--- src/rtl/bus_cycle_pkg.sv ---
// Shared types and idle-level constants for the 8088-style bus cycle initiator.
package bus_cycle_pkg;

  typedef enum logic [2:0] {
    ST_IDLE    = 3'd0,
    ST_PEND    = 3'd1,
    ST_T1      = 3'd2,
    ST_T2      = 3'd3,
    ST_T3      = 3'd4,
    ST_TW      = 3'd5,
    ST_T4      = 3'd6,
    ST_HOLDING = 3'd7
  } bus_state_t;

  // Levels the status/strobe outputs rest at whenever no cycle is in flight.
  localparam logic IDLE_ALE     = 1'b0;
  localparam logic IDLE_IO_OR_M = 1'b1;
  localparam logic IDLE_DT_OR_R = 1'b1;
  localparam logic IDLE_DEN_N   = 1'b1;
  localparam logic IDLE_RD_N    = 1'b1;
  localparam logic IDLE_WR_N    = 1'b1;

endpackage

--- src/rtl/bus_wait_counter.sv ---
// Counts consecutive TW states and flags when the abort limit has been reached.
module bus_wait_counter #(
  parameter int unsigned TIMEOUT_CYCLES = 255
) (
  input  logic clock,
  input  logic reset_n,
  input  logic advance,
  input  logic clear,
  output logic terminal
);

  localparam int unsigned CW = (TIMEOUT_CYCLES < 2) ? 1 : $clog2(TIMEOUT_CYCLES + 1);

  logic [CW-1:0] count;

  // advance wins over clear so the T3->TW step loads a count of one.
  always_ff @(posedge clock) begin
    if (!reset_n) begin
      count <= '0;
    end else if (advance) begin
      count <= count + CW'(1);
    end else if (clear) begin
      count <= '0;
    end
  end

  assign terminal = (count == CW'(TIMEOUT_CYCLES));

endmodule

--- src/rtl/bus_cycle_initiator.sv ---
// Request/response to 8088-style bus cycle master (T1-T2-T3-[TW]-T4) with HOLD/HLDA.
// Optional TW abort counter enabled by defining BUS_CYCLE_TIMEOUT_EN.
module bus_cycle_initiator
  import bus_cycle_pkg::*;
#(
  parameter int unsigned ADDR_WIDTH     = 20,
  parameter int unsigned DATA_WIDTH     = 8,
  parameter int unsigned TIMEOUT_CYCLES = 255
) (
  input  logic                  clock,
  input  logic                  reset_n,
  input  logic                  cpu_clock_posedge,
  input  logic                  cpu_clock_negedge,
  input  logic                  req_valid,
  output logic                  req_ready,
  input  logic                  req_write,
  input  logic                  req_io,
  input  logic [ADDR_WIDTH-1:0] req_address,
  input  logic [DATA_WIDTH-1:0] req_data,
  output logic                  rsp_valid,
  output logic [DATA_WIDTH-1:0] rsp_data,
  output logic                  rsp_timeout,
  input  logic                  READY,
  input  logic                  HOLD,
  output logic                  HLDA,
  output logic [ADDR_WIDTH-1:0] ADDRESS,
  output logic [DATA_WIDTH-1:0] DATA_OUT,
  output logic                  DATA_OUT_EN,
  input  logic [DATA_WIDTH-1:0] DATA_IN,
  output logic                  ALE,
  output logic                  IO_OR_M,
  output logic                  DT_OR_R,
  output logic                  DEN_N,
  output logic                  RD_N,
  output logic                  WR_N,
  output bus_state_t            dbg_state
);

  // Request handshake: a transfer happens on a clock where req_valid and
  // req_ready are both high; req_ready only depends on state and HOLD.
  bus_state_t state, state_nxt;

  logic                  req_write_q, req_io_q;
  logic [ADDR_WIDTH-1:0] req_address_q;
  logic [DATA_WIDTH-1:0] req_data_q;

  logic                  ale_nxt, io_or_m_nxt, dt_or_r_nxt, den_n_nxt, rd_n_nxt, wr_n_nxt;
  logic                  hlda_nxt, data_out_en_nxt, rsp_valid_nxt, rsp_timeout_nxt;
  logic [ADDR_WIDTH-1:0] address_nxt;
  logic [DATA_WIDTH-1:0] data_out_nxt, rsp_data_nxt;
  logic                  accept;
  logic                  wait_terminal;

  assign req_ready = (state == ST_IDLE) && !HOLD;
  assign accept    = req_valid && req_ready;
  assign dbg_state = state;

`ifdef BUS_CYCLE_TIMEOUT_EN
  logic wait_advance;
  assign wait_advance = cpu_clock_posedge && (state_nxt == ST_TW);

  bus_wait_counter #(
    .TIMEOUT_CYCLES(TIMEOUT_CYCLES)
  ) u_wait_counter (
    .clock   (clock),
    .reset_n (reset_n),
    .advance (wait_advance),
    .clear   (state != ST_TW),
    .terminal(wait_terminal)
  );
`else
  logic unused_timeout_cfg;
  assign unused_timeout_cfg = ^TIMEOUT_CYCLES;
  assign wait_terminal      = 1'b0;
`endif

  always_ff @(posedge clock) begin
    if (!reset_n) begin
      state         <= ST_IDLE;
      ALE           <= IDLE_ALE;
      IO_OR_M       <= IDLE_IO_OR_M;
      DT_OR_R       <= IDLE_DT_OR_R;
      DEN_N         <= IDLE_DEN_N;
      RD_N          <= IDLE_RD_N;
      WR_N          <= IDLE_WR_N;
      HLDA          <= 1'b0;
      DATA_OUT_EN   <= 1'b0;
      DATA_OUT      <= '0;
      ADDRESS       <= '0;
      rsp_valid     <= 1'b0;
      rsp_timeout   <= 1'b0;
      rsp_data      <= '0;
      req_write_q   <= 1'b0;
      req_io_q      <= 1'b0;
      req_address_q <= '0;
      req_data_q    <= '0;
    end else begin
      state       <= state_nxt;
      ALE         <= ale_nxt;
      IO_OR_M     <= io_or_m_nxt;
      DT_OR_R     <= dt_or_r_nxt;
      DEN_N       <= den_n_nxt;
      RD_N        <= rd_n_nxt;
      WR_N        <= wr_n_nxt;
      HLDA        <= hlda_nxt;
      DATA_OUT_EN <= data_out_en_nxt;
      DATA_OUT    <= data_out_nxt;
      ADDRESS     <= address_nxt;
      rsp_valid   <= rsp_valid_nxt;
      rsp_timeout <= rsp_timeout_nxt;
      rsp_data    <= rsp_data_nxt;
      if (accept) begin
        req_write_q   <= req_write;
        req_io_q      <= req_io;
        req_address_q <= req_address;
        req_data_q    <= req_data;
      end
    end
  end

  always_comb begin
    state_nxt       = state;
    ale_nxt         = ALE;
    io_or_m_nxt     = IO_OR_M;
    dt_or_r_nxt     = DT_OR_R;
    den_n_nxt       = DEN_N;
    rd_n_nxt        = RD_N;
    wr_n_nxt        = WR_N;
    hlda_nxt        = HLDA;
    data_out_en_nxt = DATA_OUT_EN;
    data_out_nxt    = DATA_OUT;
    address_nxt     = ADDRESS;
    rsp_valid_nxt   = 1'b0;
    rsp_timeout_nxt = 1'b0;
    rsp_data_nxt    = rsp_data;

    case (state)
      ST_IDLE: begin
        if (HOLD) begin
          if (cpu_clock_posedge) begin
            state_nxt = ST_HOLDING;
            hlda_nxt  = 1'b1;
          end
        end else if (req_valid) begin
          state_nxt = ST_PEND;
        end
      end
      ST_HOLDING: begin
        if (cpu_clock_posedge && !HOLD) begin
          state_nxt = ST_IDLE;
          hlda_nxt  = 1'b0;
        end
      end
      ST_PEND: begin
        if (cpu_clock_posedge) begin
          state_nxt   = ST_T1;
          ale_nxt     = 1'b1;
          io_or_m_nxt = req_io_q;
          dt_or_r_nxt = req_write_q;
          address_nxt = req_address_q;
        end
      end
      ST_T1: begin
        // ALE also drops on leaving T1 in case no falling edge was seen.
        if (cpu_clock_posedge) begin
          state_nxt = ST_T2;
          ale_nxt   = 1'b0;
          den_n_nxt = 1'b0;
          if (req_write_q) begin
            wr_n_nxt        = 1'b0;
            data_out_en_nxt = 1'b1;
            data_out_nxt    = req_data_q;
          end else begin
            rd_n_nxt = 1'b0;
          end
        end else if (cpu_clock_negedge) begin
          ale_nxt = 1'b0;
        end
      end
      ST_T2: begin
        if (cpu_clock_posedge) begin
          state_nxt = ST_T3;
        end
      end
      ST_T3, ST_TW: begin
        if (cpu_clock_posedge) begin
          if (READY || (state == ST_TW && wait_terminal)) begin
            state_nxt     = ST_T4;
            rd_n_nxt      = 1'b1;
            wr_n_nxt      = 1'b1;
            den_n_nxt     = 1'b1;
            rsp_valid_nxt = 1'b1;
            if (!READY) begin
              rsp_timeout_nxt = 1'b1;
              rsp_data_nxt    = '1;
            end else if (req_write_q) begin
              rsp_data_nxt = '0;
            end else begin
              rsp_data_nxt = DATA_IN;
            end
          end else begin
            state_nxt = ST_TW;
          end
        end
      end
      ST_T4: begin
        if (cpu_clock_posedge) begin
          state_nxt       = ST_IDLE;
          data_out_en_nxt = 1'b0;
          io_or_m_nxt     = IDLE_IO_OR_M;
          dt_or_r_nxt     = IDLE_DT_OR_R;
        end
      end
      default: begin
        state_nxt = ST_IDLE;
      end
    endcase
  end

endmodule
--- config.mk ---
export PLATFORM = sky130hd
export DESIGN_NAME = bus_cycle_initiator
export DESIGN_NICKNAME = d
export VERILOG_FILES = /design/src/rtl/bus_cycle_pkg.sv /design/src/rtl/bus_wait_counter.sv /design/src/rtl/bus_cycle_initiator.sv
export SDC_FILE = /design/constraint.sdc
export NUM_CORES = 1
export LEC_CHECK = 0
export ABC_AREA = 0
export ABC_CLOCK_PERIOD_IN_PS = 1700
export BUFFER_PORTS_ARGS = -buffer_cell sky130_fd_sc_hd__buf_2
export CORE_MARGIN = 5
export CORE_UTILIZATION = 46
export DETAILED_ROUTE_END_ITERATION = 8
export PLACE_DENSITY_LB_ADDON = 0.25
export SETUP_SLACK_MARGIN = 0.02
export SLEW_MARGIN = 10
export SYNTH_ARGS = -nofsm -noshare
export SYNTH_HDL_FRONTEND = slang
export SYNTH_SLANG_ARGS = --single-unit
--- constraint.sdc ---
create_clock -name clock -period 1.7 [get_ports clock]
set_clock_uncertainty 0.2 [all_clocks]
set_input_delay 0.51 -clock clock [delete_from_list [all_inputs] [get_ports clock]]
set_output_delay 0.51 -clock clock [all_outputs]
set_load 0.1 [all_outputs]
==> results.tsv, run 1 <==
stage	metric	value	unit
timing	Slew Viols, Final	0	
clock_network	htree depth	3	
power	pwr/cell area	989.0	nW/µm²
floorplanning	Top Ports	95	
worst_setup_path	crit-path max FO	3	
finish	Non-Filler Instances	545	
worst_setup_path	worst r2r path cells	7	
global_routing	largest net degree at the start of global routing	43	
run_status	run status	finished, violations left	
clock_network	clk root buf	clkbuf_8	
place	hpwl dp	5.399	mm
synthesis	Synth warnings	0	
floorplanning	core area	6422	µm²
synthesis	top_reg_cell synth	dfxtp_1	
floorplanning	Die Ht	91.70	µm
clock_network	worst skew pair latency	0.34	ns
synthesis	post-synth cell types	37	
place	area post-placement	4472	µm²
global_routing	gr ovfl total	0	
route	Initial DRC Count	96	
timing	Tmin final	2.236	ns
clock_network	CTS tree	done	
hold_path	Worst Hold Class	in -> reg	
clock_network	clock buffer depth	2	
place	PortBufs	93	
power	maximum vdd ir drop	538.4	µV
worst_setup_path	Slowest-stage cell, CP	or4_4	
finish	share of cells above drive strength 1	40.81	%
job	max-cap viol count	0	
floorplanning	Die ar.	8409	µm²
synthesis	syn avg cell area	8.723	µm²
clock_network	Num CTS Buffers	9	
place	Cells after DPL	518	
timing	Final Hold Viols	0	
synthesis	Mapped Cells	352	
synthesis	fraction of registers with async set/reset	0	%
global_routing	vias in the first global route	2712	
clock_network	clock slew at reported path FFs	0.08	ns
route	Vias/cell	5.125	
timing	Setup-failing EPs final	34	
run_status	failing checks	setup timing	
worst_setup_path	Worst EP arrival	1.53	ns
finish	leading cell type in the layout, fill and taps excluded	nand2_1	
global_routing	gr usage total	19.32	%
route	wirelength, routed	8.362	mm
global_routing	first-pass GRT wire length	13.08	mm
place	worst slack at placement	-0.4192	ns
worst_setup_path	CP Class	reg -> out	
route	via count	2793	
finish	Area growth syn-to-layout	63.00	%
timing	RSZ-0062 raised after global routing	true	
worst_setup_path	CP cell instances	or4_4, inv_12, buf_12	
timing	post-route setup slack	-0.5363	ns
worst_setup_path	Worst path max stage delay	0.59	ns
route	DRC Markers	0	
synthesis	register area share after synthesis	50.86	%
synthesis	#FFs+latches synth	78	
finish	Inserted Diodes	0	
timing	fmax	447.2	MHz
finish	cell area after layout	5005	µm²
synthesis	Post-synth EDFFs	0	
synthesis	net count after synthesis	397	
route	DR WL/cell	15.34	µm
worst_setup_path	Worst Setup End Kind	output pin	
route	ANT nets after route	0	
synthesis	Post-Syn Area	3070	µm²
finish	Net count, final	508	
place	gpl congestion	0.8110	
clock_network	clock sink total	78	
worst_setup_path	Critical Path Start Type	register	
floorplanning	starting density of the core	47.81	%
floorplanning	num rows	29	
power	P_leak	1.914	nW
route	DRT Pass-1 Iters	4	
finish	commonest cells after routing, fill and taps aside	nand2_1, dfxtp_1, buf_12	
timing	hold_ws	0.1961	ns
hold_path	Hold Crit Depth	3	
worst_setup_path	Crit path required time	0.99	ns
floorplanning	die width	91.70	µm
global_routing	initial antenna violation count	0	
timing	Period Utilization, post-route	131.5	%
Yosys cell counts, types with 3 or more instances:
library cell  count  share of area, %
nand3_1           5              0.81
o21ai_0           6              0.98
clkbuf_1         17               2.1
inv_1             3              0.37
buf_2             5              0.81
mux2i_1           8               2.6
a21oi_1           4              0.65
a21boi_1         31               7.6
nor2b_1          10               2.0
nand3b_1          9               2.2
buf_6             3               1.1
nand2_1         114                14
dfxtp_1          78                51
a21boi_0         29               7.1
where the power goes:
group	internal (mW)	switching, mW
registers	1.94	0.0818
logic	0.671	0.884
clock network	0.722	0.651
total	3.33	1.62
worst max-delay path, delay by kind of cell, from the launching register on:
kind / cells / cell delay [ns]
flip-flops: 1 / 0.36
AND/OR/NAND/NOR: 1 / 0.59
buffers and inverters: 2 / 0.24
cell type report:
type / count / area (µm²)
Inverter: 4 / 27.53
Timing Repair Buffer: 126 / 1599
Clock buffer: 13 / 148.9
Clock inverter: 3 / 43.79
Fill cell: 396 / 1418
Multi-Input combinational cell: 244 / 1504
Sequential cell: 78 / 1585
Tap cell: 77 / 96.34
sequential cells by signal, indices dropped and copies added (netlist names):
signal / cells
rsp_valid: 1
RD_N: 1
req_write_q: 1
req_address_q: 20
req_io_q: 1
IO_OR_M: 1
DATA_OUT_EN: 1
rsp_data: 8
dbg_state: 3
WR_N: 1
HLDA: 1
ALE: 1
req_data_q: 8
ADDRESS: 20
DEN_N: 1
DATA_OUT: 8
DT_OR_R: 1
worst paths after layout:
path                     from                to  slack [ns]
max              dbg_state[0]         req_ready       -0.54
min               req_data[4]     req_data_q[4]        0.20
max reg2reg      dbg_state[0]          req_io_q       -0.31
min reg2reg  req_address_q[2]  req_address_q[2]        0.25
timing repair:
action	4_1_cts	5_1_grt
buffers inserted	5	2
endpoints found under the hold margin	0	0
hold buffers	0	0
setup endpoints to repair	60	76
resized for setup	14	55
pin swaps	3	16
gates cloned	3	2
cell families after synthesis:
family / after synthesis / share of synthesized area, %
flip-flops: 78 / 50.86
buffers and inverters: 30 / 4.727
other: 1 / 0.1221
multiplexers: 8 / 2.608
AO/OA/AOI/OAI: 82 / 19.48
AND/OR/NAND/NOR: 153 / 22.21
per-layer routing:
layer  wire (µm)  global-route usage, %  vias to the layer above
met5           0                      0                        -
met4         106                  8.787                        0
met3         431                  4.092                        8
met2        4347                  32.26                       80
met1        3477                  23.96                     1316
li1            -                      -                     1389
metrics by stage:
step / utilization, % / setup TNS (ns) / total power [mW]
floorplan: - / -8.211 / 2.864
global placement: 69.63 / -14.58 / 3.320
detailed placement: 69.63 / -16.20 / 3.342
CTS: 75.26 / -7.233 / 4.865
global route: 77.93 / -10.74 / 5.169
finish: 77.93 / -8.675 / 4.950
Note: power is estimated with default switching activity, not from simulation.
==> inputs of run 2 (changes only) <==
--- a/config.mk
+++ b/config.mk
@@ -6,10 +6,10 @@
 export NUM_CORES = 1
 export LEC_CHECK = 0
 export ABC_AREA = 0
-export ABC_CLOCK_PERIOD_IN_PS = 1700
+export ABC_CLOCK_PERIOD_IN_PS = 2700
 export BUFFER_PORTS_ARGS = -buffer_cell sky130_fd_sc_hd__buf_2
 export CORE_MARGIN = 5
-export CORE_UTILIZATION = 46
+export CORE_UTILIZATION = 50
 export DETAILED_ROUTE_END_ITERATION = 8
 export PLACE_DENSITY_LB_ADDON = 0.25
 export SETUP_SLACK_MARGIN = 0.02
@@ -17,3 +17,4 @@
 export SYNTH_ARGS = -nofsm -noshare
 export SYNTH_HDL_FRONTEND = slang
 export SYNTH_SLANG_ARGS = --single-unit
+export TNS_END_PERCENT = 5
==> constraint.sdc (replaced) <==
create_clock -name clock -period 2.7 [get_ports clock]
set_clock_uncertainty 0.2 [all_clocks]
set_input_delay 0.81 -clock clock [delete_from_list [all_inputs] [get_ports clock]]
set_output_delay 0.81 -clock clock [all_outputs]
set_load 0.1 [all_outputs]
==> run 2 against run 1 <==
  * The run now ends clean
  * First-iteration DRC count fell by 24%
  * Register-to-register slack improved by 1.1 ns
  * Clock power fell by 40%
  * Via count fell by 5.8%
  * Critical path depth rose by 1
  * Combinational power fell by 57%
  * Setup slack improved by 0.58 ns
  * Sequential cell count did not move
  * Critical endpoint unchanged
==> results.tsv, run 2 (synthesized netlist as in run 1, its figures left out) <==
stage	metric	value	unit
finish	Net count, final	488	
finish	Sequential Area	1564	µm²
clock_network	Num CTS Buffers	9	
power	clock group share of total power	29.9	%
place	PortBufs	93	
finish	Filler Cell Count	560	
timing	fmax	375.9	MHz
finish	leading cell type in the layout, fill and taps excluded	nand2_1	
clock_network	htree depth	3	
route	DR WL/cell	13.49	µm
route	wirelength, routed	7.055	mm
finish	commonest cells after routing, fill and taps aside	nand2_1, buf_2, dfxtp_1	
timing	Tmin final	2.660	ns
power	sequential share of power	45.8	%
finish	share of cells above drive strength 1	28.57	%
global_routing	initial antenna violation count	0	
clock_network	clock slew at reported path FFs	0.07	ns
clock_network	worst skew pair latency	0.34	ns
hold_path	Hold Path End	req_address_q[6]	
floorplanning	Die ar.	7808	µm²
timing	Setup-failing EPs final	0	
power	Logic pwr share	24.3	%
worst_setup_path	Critical Path Start Type	primary input	
route	via count	2631	
worst_setup_path	reg2reg end	req_address_q[13]	
clock_network	clock buffer depth	2	
clock_network	CTS tree	done	
timing	Max-slew headroom	64.86	%
floorplanning	num rows	28	
job	max-cap viol count	0	
timing	Post-Route Setup TNS	0	ns
route	DRT Pass-1 Iters	4	
run_status	run status	finished clean	
route	ANT nets after route	0	
power	Sw Ratio	33.40	%
worst_setup_path	CP Class	in -> out	
global_routing	met3 Usage GRT	4.655	%
timing	hold_ws	0.2527	ns
worst_setup_path	Crit path required time	1.69	ns
route	Vias/cell	5.031	
finish	Inserted Diodes	0	
place	hpwl dp	4.799	mm
global_routing	vias in the first global route	2525	
worst_setup_path	CP Launch Point	HOLD	
finish	Multi-input gate area	1369	µm²
worst_setup_path	Reg-to-Reg Start	dbg_state[2]	
power	pwr/cell area	719.3	nW/µm²
global_routing	largest net degree at the start of global routing	34	
timing	RSZ-0062 raised after global routing	false	
place	area post-placement	3612	µm²
timing	Final Hold Viols	0	
worst_setup_path	Worst Setup End Kind	output pin	
worst_setup_path	crit-path max FO	3	
timing	Slew Viols, Final	0	
timing	Period Utilization, post-route	98.52	%
worst_setup_path	Worst R2R Setup Slack	0.83	ns
clock_network	number of hold buffers added after cts	0	
clock_network	clk root buf	clkbuf_8	
finish	Largest regs	ADDRESS (20), req_address_q (20)	
worst_setup_path	Worst EP arrival	1.65	ns
place	gpl congestion	0.7863	
floorplanning	starting density of the core	51.55	%
finish	Area growth syn-to-layout	23.88	%
hold_path	Worst Hold Class	reg -> reg	
route	DRC Markers	0	
floorplanning	die width	88.37	µm
worst_setup_path	worst r2r path cells	5	
power	P_leak	1.571	nW
finish	cell area after layout	3804	µm²
hold_path	Hold Crit Depth	2	
global_routing	gr usage total	18.73	%
power	maximum vdd ir drop	356.7	µV
floorplanning	Die Ht	88.37	µm
power	Int Pwr	1.822	mW
power	net switching power	0.9137	mW
global_routing	first-pass GRT wire length	11.46	mm
floorplanning	core area	5956	µm²
global_routing	gr busiest metal	met2	
floorplanning	Top Ports	95	
global_routing	gr ovfl total	0	
global_routing	met2 Use GR	30.93	%
global_routing	met1 GRT Util	23.61	%
clock_network	clock sink total	78	
hold_path	Worst Min Path Start	req_address_q[6]	
timing	Worst Tran Pin Value	0.5271	ns
route	Initial DRC Count	73	
==> run 2: cell types whose count changed in the layout (fill, tap and decap cells not counted), sizes merged <==
cell | previous run | this run
buf | 123 | 106
clkinv | 2 | 4
bufbuf | 1 | 0
clkbuf | 15 | 11
==> run 2: power by group through the flow <==
| stage | combinational, mW | clock [mW] | sequential (mW) |
|---|---|---|---|
| 6_report | 0.665 | 0.818 | 1.25 |
| 2_1_floorplan | 0.289 | 0 | 1.49 |
| 3_3_place_gp | 0.653 | 0 | 1.28 |
| 4_1_cts | 0.662 | 0.843 | 1.25 |
| 3_5_place_dp | 0.659 | 0 | 1.28 |
| 5_1_grt | 0.714 | 0.900 | 1.26 |
==> run 2: worst max path at each step <==
stage,cells after the start,to
2_1_floorplan,2,req_ready
3_3_place_gp,4,req_ready
3_5_place_dp,4,req_ready
4_1_cts,4,req_ready
5_1_grt,4,req_ready
6_report,4,req_ready
==> run 2: metal layers <==
layer	vias to the layer above	wire length [µm]
met3	9	441
met1	1210	3261
met2	65	3251
met4	0	102
li1	1347	-
met5	-	0
==> run 2: cell type report <==
class                      count  share of cell area (%)
multi-input combinational    244                   35.99
tap                           75                   2.467
inverter                       4                  0.4605
sequential                    78                   41.12
clock buffer                  11                   3.454
clock inverter                 5                   1.316
timing repair buffer         106                   15.20
==> run 2: worst max-delay path: stages <==
cell and delay (ns):
buf_2 0.11, or4_4 0.46, inv_4 0.10, buf_12 0.17
==> run 2: per-stage QoR <==
| step | std cells | power, mW | worst slack, ns | util, % |
|---|---|---|---|---|
| 2_1_floorplan | 352 | 1.781 | 0.02633 | - |
| 3_3_place_gp | 506 | 1.928 | 0.03976 | 60.65 |
| 3_5_place_dp | 506 | 1.938 | 0.03956 | 60.65 |
| 4_1_cts | 522 | 2.757 | 0.03397 | 63.70 |
| 5_1_grt | 523 | 2.874 | 0.02284 | 63.87 |
| 6_report | 523 | 2.736 | 0.04000 | 63.87 |
==> run 2: what timing repair did <==
action | 4_1_cts | 5_1_grt
hold endpoints to repair | 0 | 0
setup endpoints to repair | 0 | 1
gates resized for setup | 0 | 1
setup buffers | 0 | 1
==> inputs of run 3 (changes only) <==
--- a/config.mk
+++ b/config.mk
@@ -6,8 +6,8 @@
 export NUM_CORES = 1
 export LEC_CHECK = 0
 export ABC_AREA = 0
-export ABC_CLOCK_PERIOD_IN_PS = 2700
 export BUFFER_PORTS_ARGS = -buffer_cell sky130_fd_sc_hd__buf_2
+export CAP_MARGIN = 20
 export CORE_MARGIN = 5
 export CORE_UTILIZATION = 50
 export DETAILED_ROUTE_END_ITERATION = 8
==> constraint.sdc (replaced) <==
create_clock -name clock -period 3.05 [get_ports clock]
set_clock_uncertainty 0.2 [all_clocks]
set_input_delay 0.915 -clock clock [delete_from_list [all_inputs] [get_ports clock]]
set_output_delay 0.915 -clock clock [all_outputs]
set_load 0.1 [all_outputs]
==> run 3 against run 2 <==
  * Setup slack gained 0.11 ns
  * Power shrank 10%
  * Via count is the same
  * Die area is the same
  * Largest cell class unchanged
  * First-iteration DRC count grew 70%
==> results.tsv, run 3 (synthesized netlist as in run 1, its figures left out) <==
stage	metric	value	unit
clock_network	worst skew pair latency	0.35	ns
place	hpwl dp	4.733	mm
global_routing	initial antenna violation count	0	
timing	Slew Viols, Final	0	
route	Detail Route met2 WL	3.221	mm
timing	fmax	344.4	MHz
finish	Area growth syn-to-layout	23.92	%
finish	commonest cells after routing, fill and taps aside	nand2_1, buf_2, dfxtp_1	
clock_network	Num CTS Buffers	9	
place	area post-placement	3605	µm²
clock_network	clock buffer depth	2	
place	worst slack at placement	0.1579	ns
route	routed length on met1	3.051	mm
finish	Largest regs	ADDRESS (20), req_address_q (20)	
global_routing	largest net degree at the start of global routing	54	
route	DR WL/cell	13.48	µm
global_routing	first-pass GRT wire length	11.28	mm
clock_network	htree depth	3	
clock_network	clk root buf	clkbuf_8	
worst_setup_path	CP Class	in -> out	
worst_setup_path	Critical Path Start Type	primary input	
floorplanning	num rows	28	
timing	hold_ws	0.2544	ns
floorplanning	Top Ports	95	
place	PortBufs	93	
power	maximum vdd ir drop	386.5	µV
route	Initial DRC Count	124	
worst_setup_path	Worst Setup End Kind	output pin	
route	WL met3	585	µm
power	pwr/cell area	646.8	nW/µm²
route	uppermost layer routed	met4	
finish	Net count, final	483	
floorplanning	Die ar.	7808	µm²
floorplanning	die width	88.37	µm
timing	Tmin final	2.904	ns
timing	Setup-failing EPs final	0	
worst_setup_path	crit-path max FO	6	
clock_network	PostCTS Resize Cnt	0	
floorplanning	Die Ht	88.37	µm
route	ANT nets after route	0	
clock_network	Setup Buffers After CTS	0	
worst_setup_path	Worst R2R Setup Slack	1.04	ns
timing	Post-Route Setup TNS	0	ns
place	gpl congestion	0.8134	
global_routing	gr usage total	18.50	%
finish	share of cells above drive strength 1	27.54	%
route	wirelength, routed	6.985	mm
timing	Period Utilization, post-route	95.21	%
finish	Filler Cell Count	545	
run_status	run status	finished clean	
clock_network	number of hold buffers added after cts	0	
worst_setup_path	Worst EP arrival	1.79	ns
global_routing	vias in the first global route	2491	
clock_network	CTS tree	done	
timing	Final Hold Viols	0	
finish	cell area after layout	3805	µm²
worst_setup_path	Crit path required time	1.93	ns
floorplanning	core area	5956	µm²
route	Vias/cell	5.079	
finish	leading cell type in the layout, fill and taps excluded	nand2_1	
timing	RSZ-0062 raised after global routing	false	
global_routing	gr ovfl total	0	
clock_network	clock sink total	78	
route	DRC Markers	0	
floorplanning	starting density of the core	51.55	%
job	max-cap viol count	0	
clock_network	clock slew at reported path FFs	0.08	ns
power	P_leak	1.552	nW
route	via count	2631	
route	DRT Pass-1 Iters	4	
hold_path	Worst Hold Class	reg -> reg	
timing	post-route setup slack	0.1462	ns
finish	Inserted Diodes	0	
## run 3: changes by cell type in the layout (fill, tap and decap cells not counted), sizes merged
| cell | change |
|---|---|
| buf | -5 |
| clkinv | -2 |
| clkinvlp | +2 |
## run 3: path summary, 6_finish.rpt
path	startpoint	endpoint	cells after the start
worst max-delay path	HOLD	req_ready	4
worst max register to register	dbg_state[1]	req_data_q[0]	5
worst min-delay path	req_address_q[12]	req_address_q[12]	2
worst min register to register	req_address_q[12]	req_address_q[12]	2
## run 3: routing by layer
layer	track usage, %	up-vias
met2	30.32	98
met1	22.79	1188
met5	0	-
met3	4.842	13
li1	-	1332
met4	8.516	0
## run 3: power by group
part	leakage, nW	switching (mW)	internal (mW)
logic	0.825	0.412	0.157
registers	0.632	0.0418	1.08
clock network	0.0955	0.374	0.400
## run 3: cell type report
type	instances	area, µm²	area share [%]
Tap cell	75	93.84	2.466
Multi-Input combinational cell	244	1369	35.97
Inverter	4	15.01	0.3946
Timing Repair Buffer	101	565.5	14.86
Clock inverter	5	58.81	1.546
Sequential cell	78	1562	41.04
Clock buffer	11	141.4	3.716
## run 3: per-stage QoR
stage | std cells | total power, mW | utilization (%)
global placement | 502 | 1.703 | 60.53
floorplan | 352 | 1.575 | -
global route | 518 | 2.572 | 63.89
finish | 518 | 2.461 | 63.89
detailed placement | 502 | 1.711 | 60.53
CTS | 518 | 2.480 | 63.89
## run 3: worst max-delay path, stage by stage
cell and delay [ns]:
buf_2 0.13, or4_4 0.45, inv_2 0.11, buf_12 0.18
